[config.mk]
export PLATFORM = sky130hd
export DESIGN_NAME = cnn_mac_pipe
export DESIGN_NICKNAME = d
export VERILOG_FILES = /design/src/rtl/cnn_mac_pkg.sv /design/src/rtl/cnn_mac_mul_pipe.sv /design/src/rtl/cnn_mac_pipe.sv
export SDC_FILE = /design/constraint.sdc
export NUM_CORES = 2
export LEC_CHECK = 0
export ABC_AREA = 1
export BUFFER_PORTS_ARGS = -buffer_cell sky130_fd_sc_hd__buf_2
export CORE_ASPECT_RATIO = 1.4
export CORE_UTILIZATION = 56
export CTS_CLUSTER_SIZE = 12
export DETAILED_ROUTE_END_ITERATION = 8
export PLACE_DENSITY = 0.73
export SETUP_SLACK_MARGIN = 0.1
export SYNTH_ARGS = -nofsm -noshare
export SYNTH_HDL_FRONTEND = slang
export SYNTH_SLANG_ARGS = --single-unit
[constraint.sdc]
create_clock -name clk -period 26.1 [get_ports clk]
set_clock_uncertainty 0.05 [all_clocks]
set_input_delay 3.915 -clock clk [delete_from_list [all_inputs] [get_ports clk]]
set_output_delay 3.915 -clock clk [all_outputs]
set_load 0.01 [all_outputs]
[src/rtl/cnn_mac_pkg.sv]
// cnn_mac_pkg: shared constants and helpers for the CNN MAC pipeline.
//   - default operand / accumulator widths and multiplier depth
//   - legal NUM_STAGE bounds
//   - saturation bound helpers (results are wide; callers truncate to their
//     accumulator width, which yields 0111..1 / 1000..0 respectively)
package cnn_mac_pkg;

  localparam int A_WIDTH_DEF   = 25;
  localparam int B_WIDTH_DEF   = 18;
  localparam int ACC_WIDTH_DEF = 48;
  localparam int NUM_STAGE_DEF = 2;
  localparam int NUM_STAGE_MIN = 1;
  localparam int NUM_STAGE_MAX = 4;
  localparam int SAT_MAX_W     = 128;

  // Largest positive value of a w-bit signed number.
  function automatic logic [SAT_MAX_W-1:0] sat_max(input int unsigned w);
    return (SAT_MAX_W'(1) << (w - 1)) - SAT_MAX_W'(1);
  endfunction

  // Most negative value of a w-bit signed number (valid in the low w bits).
  function automatic logic [SAT_MAX_W-1:0] sat_min(input int unsigned w);
    return SAT_MAX_W'(1) << (w - 1);
  endfunction

endpackage

[src/rtl/cnn_mac_mul_pipe.sv]
// cnn_mac_mul_pipe: pipelined signed multiplier with valid/last shadow tags.
// Operands are captured in an input register, then the full-width product
// and its tags shift through NUM_STAGE registers. Everything advances only
// when adv is high; synchronous active-low reset clears all tags so any
// in-flight operands are discarded.
// Ports:
//   clk, reset_n        clock, synchronous active-low reset
//   adv                 pipeline advance enable
//   in_valid, in_last   tags for the operand pair
//   din0, din1          signed operands
//   p_valid, p_last     tags aligned with p_prod
//   p_prod              signed product, A_WIDTH+B_WIDTH bits
module cnn_mac_mul_pipe
  import cnn_mac_pkg::*;
#(
  parameter int A_WIDTH   = A_WIDTH_DEF,
  parameter int B_WIDTH   = B_WIDTH_DEF,
  parameter int NUM_STAGE = NUM_STAGE_DEF
) (
  input  logic                              clk,
  input  logic                              reset_n,
  input  logic                              adv,
  input  logic                              in_valid,
  input  logic                              in_last,
  input  logic signed [A_WIDTH-1:0]         din0,
  input  logic signed [B_WIDTH-1:0]         din1,
  output logic                              p_valid,
  output logic                              p_last,
  output logic signed [A_WIDTH+B_WIDTH-1:0] p_prod
);

  localparam int P_WIDTH = A_WIDTH + B_WIDTH;

  logic signed [A_WIDTH-1:0] a_r;
  logic signed [B_WIDTH-1:0] b_r;
  logic                      op_valid;
  logic                      op_last;
  logic signed [P_WIDTH-1:0] prod_r [NUM_STAGE];
  logic [NUM_STAGE-1:0]      valid_r;
  logic [NUM_STAGE-1:0]      last_r;

  always_ff @(posedge clk) begin
    if (!reset_n) begin
      op_valid <= 1'b0;
      op_last  <= 1'b0;
      valid_r  <= '0;
      last_r   <= '0;
    end else if (adv) begin
      a_r        <= din0;
      b_r        <= din1;
      op_valid   <= in_valid;
      op_last    <= in_last;
      prod_r[0]  <= P_WIDTH'(a_r) * P_WIDTH'(b_r);
      valid_r[0] <= op_valid;
      last_r[0]  <= op_last;
      for (int unsigned i = 1; i < NUM_STAGE; i++) begin
        prod_r[i]  <= prod_r[i-1];
        valid_r[i] <= valid_r[i-1];
        last_r[i]  <= last_r[i-1];
      end
    end
  end

  assign p_valid = valid_r[NUM_STAGE-1];
  assign p_last  = last_r[NUM_STAGE-1];
  assign p_prod  = prod_r[NUM_STAGE-1];

endmodule

[src/rtl/cnn_mac_pipe.sv]
// cnn_mac_pipe: streaming signed dot-product engine (multiply-accumulate).
// Operand pairs are accepted on in_valid & in_ready; the pair tagged in_last
// closes the dot product and its sum is presented on dout with out_valid
// until taken with out_ready. ce freezes all state when low.
// Optional build macro CNN_MAC_SAT_EN: clamp each accumulate to the signed
// ACC_WIDTH range and report any clamp within the dot product on out_sat.
// Without it the sum wraps and out_sat is constant 0.
// Ports:
//   clk, reset_n            clock, synchronous active-low reset
//   ce                      global clock enable
//   in_valid, in_ready      operand handshake
//   din0, din1, in_last     signed operands, end-of-dot-product tag
//   out_valid, out_ready    result handshake
//   dout, out_sat           result sum and saturation flag
module cnn_mac_pipe
  import cnn_mac_pkg::*;
#(
  parameter int ID        = 1,
  parameter int A_WIDTH   = A_WIDTH_DEF,
  parameter int B_WIDTH   = B_WIDTH_DEF,
  parameter int ACC_WIDTH = ACC_WIDTH_DEF,
  parameter int NUM_STAGE = NUM_STAGE_DEF
) (
  input  logic                        clk,
  input  logic                        reset_n,
  input  logic                        ce,
  input  logic                        in_valid,
  output logic                        in_ready,
  input  logic signed [A_WIDTH-1:0]   din0,
  input  logic signed [B_WIDTH-1:0]   din1,
  input  logic                        in_last,
  output logic                        out_valid,
  input  logic                        out_ready,
  output logic signed [ACC_WIDTH-1:0] dout,
  output logic                        out_sat
);

  localparam int P_WIDTH = A_WIDTH + B_WIDTH;

  if (ID < 0 || NUM_STAGE < NUM_STAGE_MIN || NUM_STAGE > NUM_STAGE_MAX ||
      ACC_WIDTH < P_WIDTH) begin : g_bad_cfg
    $error("cnn_mac_pipe: illegal parameter combination");
  end

  logic                        adv;
  logic                        p_valid;
  logic                        p_last;
  logic signed [P_WIDTH-1:0]   p_prod;
  logic signed [ACC_WIDTH-1:0] prod_ext;
  logic signed [ACC_WIDTH-1:0] base;
  logic signed [ACC_WIDTH-1:0] sum;
  logic signed [ACC_WIDTH-1:0] acc;
  logic                        first;

  // A pending result blocks the whole pipe unless it is being taken now.
  assign adv      = ce & (~out_valid | out_ready);
  assign in_ready = adv & reset_n;

  cnn_mac_mul_pipe #(
    .A_WIDTH  (A_WIDTH),
    .B_WIDTH  (B_WIDTH),
    .NUM_STAGE(NUM_STAGE)
  ) u_mul (
    .clk     (clk),
    .reset_n (reset_n),
    .adv     (adv),
    .in_valid(in_valid),
    .in_last (in_last),
    .din0    (din0),
    .din1    (din1),
    .p_valid (p_valid),
    .p_last  (p_last),
    .p_prod  (p_prod)
  );

  assign prod_ext = ACC_WIDTH'(p_prod);

`ifdef CNN_MAC_SAT_EN
  logic signed [ACC_WIDTH:0] wide;
  logic                      ovf;
  logic                      sticky;
  logic                      sat_next;
  logic                      sat_r;

  // One guard bit: overflow iff the two top bits of the wide sum differ.
  always_comb begin
    base = first ? '0 : acc;
    wide = (ACC_WIDTH+1)'(base) + (ACC_WIDTH+1)'(prod_ext);
    ovf  = wide[ACC_WIDTH] ^ wide[ACC_WIDTH-1];
    if (!ovf)                 sum = wide[ACC_WIDTH-1:0];
    else if (wide[ACC_WIDTH]) sum = ACC_WIDTH'(sat_min(ACC_WIDTH));
    else                      sum = ACC_WIDTH'(sat_max(ACC_WIDTH));
    sat_next = (~first & sticky) | ovf;
  end

  assign out_sat = sat_r;
`else
  always_comb begin
    base = first ? '0 : acc;
    sum  = base + prod_ext;
  end

  assign out_sat = 1'b0;
`endif

  always_ff @(posedge clk) begin
    if (!reset_n) begin
      acc       <= '0;
      first     <= 1'b1;
      out_valid <= 1'b0;
      dout      <= '0;
`ifdef CNN_MAC_SAT_EN
      sticky    <= 1'b0;
      sat_r     <= 1'b0;
`endif
    end else if (adv) begin
      // adv with out_valid set implies out_ready: the result is taken now.
      // A new result below overrides this clear, so there is no bubble.
      if (out_valid) out_valid <= 1'b0;
      if (p_valid) begin
        acc   <= sum;
        first <= p_last;
`ifdef CNN_MAC_SAT_EN
        sticky <= sat_next;
`endif
        if (p_last) begin
          dout      <= sum;
          out_valid <= 1'b1;
`ifdef CNN_MAC_SAT_EN
          sat_r     <= sat_next;
`endif
        end
      end
    end
  end

endmodule

After elaboration in Yosys (flattened, before gate mapping)
Memories as Yosys holds them, arrays and structs flattened.
Cells that the tools add are included.
Cells by class
  muxes and demuxes: 6
  order comparisons: 0
  add/sub/neg operators: 1
  multiply operators: 1
  shift-type cells: 0
  equal/unequal tests: 0
  bitwise logic cells: 4
  divide/modulo/power cells: 0
  reductions and logical operators: 3
Operators with widths (count)
  $add 48x43->48: 1
  $mux 48: 1
  $mul 25x18->43: 1
  $mux 1: 5
  $reduce_and 2->1: 2
  $reduce_and 3->1: 1
  $and 1x1->1: 2
  $not 1->1: 1
  $or 1x1->1: 1
Word-level totals
  output and inout bits: 51
  input port bits: 49
  bits in registers: 147
  logic and storage cells: 26
  latch bits: 0
  memory bits (writable): 86
  memories kept: 1
  memory bits (read-only): 0
Memory list
  u_mul.prod_r: words 2, width 43, rd ports 2, clocked after Yosys merged registers in 0, write ports 2, RTL line cnn_mac_mul_pipe.sv:38  | logic signed [P_WIDTH-1:0] prod_r [NUM_STAGE];

Logic depth before layout (Yosys ltp)
  depth after elaboration: 6
  depth in mapped cells: 29

Modules after synthesis
A second synthesis with hierarchy kept.
Unflattened totals
  cell total of the unflattened synthesis: 3998
  area total of the unflattened synthesis: 29908.7 um^2
By module, submodules not included
  cnn_mac_mul_pipe: instances 1, area each 21792.2 um^2, cells an instance 2561
  cnn_mac_pipe: instances 1, area each 8116.5 um^2, cells an instance 1437

Worst setup path before layout
No wires, ideal clock.
  path kind: input port to output port
  from: input port reset_n
  to: output port in_ready
  data required time: 22.135 ns
  stages on the path: 4
  data arrival time: 10.081 ns
  slack: 12.054 ns
  path through: clkbuf_1 -> clkinv_1 -> clkbuf_1 -> nor2_1
On the way
  longest elaborated chain between the ends: 1
RTL lines
  start, declared: RTL line cnn_mac_pipe.sv:25  | input logic reset_n,
  $and 1x1->1: RTL line cnn_mac_pipe.sv:57  | assign in_ready = adv & reset_n;
  end, declared: RTL line cnn_mac_pipe.sv:28  | output logic in_ready,
No other way between the ends.

Worst setup path after layout
Ends and elaborated chain as after synthesis.

==> run summary <==
status - finished clean
most frequent CP cell - buf_2
GRT Util Overall - 0.309
highest net fanout along the worst path - 85
Req. time, crit path - 22,140 ps
FILL cells - 4,930
RD Place Congestion - 1.00
unique cell type count in the Yosys netlist - 44
Routed Antenna Nets - 0
GR Layer Usage met1 - 0.318
Critical Path End Type - output pin
sequential share of the synthesized area - 0.202
initial antenna violation count - 0
Wirelength per Cell - 17.4 um
setup TNS - 0 ps
clock root buffer - clkbuf_16
dominant synthesized flop cell - edfxtp_1
sequential cell area - 5960 um^2
MaxCap Viol Count - 0
core area - 52,000 um^2
ant diodes - 0
worst hold path class - reg2reg
Avg Inst Size Synth - 7.59 um^2
YS warnings - 0
cell taking the most area after synthesis - fa_1
IO Pins - 100
CTS H-Tree Depth - 1
Placed Area - 30,500 um^2
Fin. Hold Viols - 0
unrepaired setup endpoints after global routing - no
vias post-DR - 23,600
GR peak layer - met2
Routed WL - 79,600 um
Syn Inst Count - 3,886
CP cell instances - buf_2, clkinv_1, nor2_4, buf_12, buf_2
total gr overflow - 0
Final min period - 10,160 ps
total CTS buffers - 26
clock slew at reported path FFs - 60 ps
vias in the first global route - 25,100
clock buffer depth - 3
Port Buffer Count - 98
hpwl dp - 64,000 um
Tcrit/Tclk final - 0.389
Multi-input gate area - 18,800 um^2
Rows - 99
ratio of cells with drive above 1 in the final layout - 0.0613
DRC viols - 0
post-cts hold buffer count - 0
global-route wire length before repair - 127,000 um
Sink Count - 233
post-synth top area share - 0.300
max_slew headroom - 0.253
Global Route met3 Usage - 0.0303
Die W - 196 um
vias per cell - 5.16
cell area after synthesis - 29,500 um^2
die extent in y - 274 um
Final Cell Area - 31,300 um^2
area delta synth->final - 6.06%
asr flop ratio synth - 0
largest net degree at the start of global routing - 86
number of flops mapped to enable cells by yosys - 129
CP Launch Type - input pin
setup repair bufs after CTS - 0
Die ar. - 53,600 um^2
Seq cells post-synth - 233
Fmax achieved - 98.4 MHz
WP data arrival - 6200 ps
kind of critical path - in2out
Max Slew Vio Count - 0
most area-consuming cells after synthesis - fa_1 (30%), inv_1 (14%), nand2_1 (14%)
slowest stage delay, CP - 770 ps
Starting DRT DRC Count - 1,502
# resized after CTS - 0
NumNets Final - 4,544
cell with the largest stage delay on the worst path - buf_2
CTS tree - yes
worst slew pin tran - 1120 ps
Layout Utilization - 0.601
initial core utilization - 0.567
met2 Use GR - 0.592
Clock Latency Late Sink - 590 ps
Mapped Nets - 4,531
first-pass iteration count of the detailed router - 5
Final Setup Violations - 0
==> critical path, delay by kind of cell <==
| family | cells | cell delay (ps) |
|---|---|---|
| buffers and inverters | 4 | 1890 |
| AND/OR/NAND/NOR | 1 | 260 |
==> path summary, 6_finish.rpt <==
kind	startpoint	endpoint	cells after the start	slack, ps
hold reg to reg	u_mul.prod_r[0][17]$_DFFE_PP_	u_mul.prod_r[0][60]$_DFFE_PP_	0	370
hold / removal	u_mul.prod_r[0][17]$_DFFE_PP_	u_mul.prod_r[0][60]$_DFFE_PP_	0	370
setup / recovery	reset_n	in_ready	5	15940
setup reg to reg	u_mul.a_r[13]$_DFFE_PP_	u_mul.prod_r[0][40]$_DFFE_PP_	19	19180
==> kinds of logic after synthesis <==
logic type      synth area share
other cells             0.000127
compound gates            0.0508
xor+xnor                  0.0146
flops                      0.202
fa+ha+maj                  0.365
simple gates               0.207
buf+inv                    0.160
==> flip-flops by register name, indices dropped and copies added (netlist names) <==
signal / cells
u_mul.prod_r: 86
acc: 48
dout: 48
u_mul.a_r: 25
u_mul.b_r: 18
u_mul.last_r: 2
u_mul.valid_r: 2
first: 1
out_valid: 1
u_mul.op_last: 1
u_mul.op_valid: 1
==> synth_stat cells (all sizes together), types with 5 or more instances <==
cell and count:
a21o 14, a21oi 119, a31oi 5, buf 22
clkbuf 115, dfxtp 104, edfxtp 129, fa 442
ha 154, inv 1106, nand2 1078, nand3 130
nand3b 7, nand4 23, nor2 230, nor3 17
o211ai 9, o21a 31, o21ai 67, o21bai 13
or2 8, xnor2 18, xor2 31
==> through the flow <==
stage | setup WS [ps] | instances | hold WS [ps]
after floorplan | 12050 | 3886 | 350
after global placement | 15970 | 4527 | 350
after detailed placement | 15970 | 4527 | 355
after CTS | 15960 | 4573 | 366
after global routing | 15800 | 4573 | 369
final | 15940 | 4573 | 368
==> cell usage in the layout (no fill, tap or decap), types with 13 or more instances in the layout <==
master | netlist | routed
buf_4 | 5 | 23
edfxtp_1 | 129 | 129
ha_1 | 154 | 154
o21bai_1 | 13 | 13
o21ai_0 | 64 | 64
buf_2 | 6 | 98
clkbuf_16 | 0 | 26
xor2_1 | 31 | 31
nand2_2 | 16 | 16
xnor2_1 | 18 | 18
dfxtp_1 | 104 | 104
nand3_1 | 126 | 126
nor2_2 | 20 | 20
a21o_1 | 14 | 14
nand4_1 | 23 | 23
a21oi_1 | 119 | 119
nand2_1 | 1061 | 1061
inv_2 | 19 | 19
o21a_1 | 31 | 31
fa_1 | 442 | 442
nor2_1 | 207 | 206
inv_1 | 1085 | 1085
==> cell type report <==
type | instances | area share
clock buffers | 36 | 0.0226
clock inverters | 10 | 0.00348
inverters | 1109 | 0.133
multi-input cells | 2407 | 0.602
flip-flops and latches | 233 | 0.190
well taps | 656 | 0.0262
repair buffers | 122 | 0.0218
==> metal layers <==
metal  wire, um  vias up
met5          0        -
met4       5920        0
met3       3960      292
met2      42100      781
met1      27600    11200
li1           -    11300
Power is left out: the tool's default activity adds up to more than one toggle a clock period on the data nets, which glitch-free logic cannot reach.
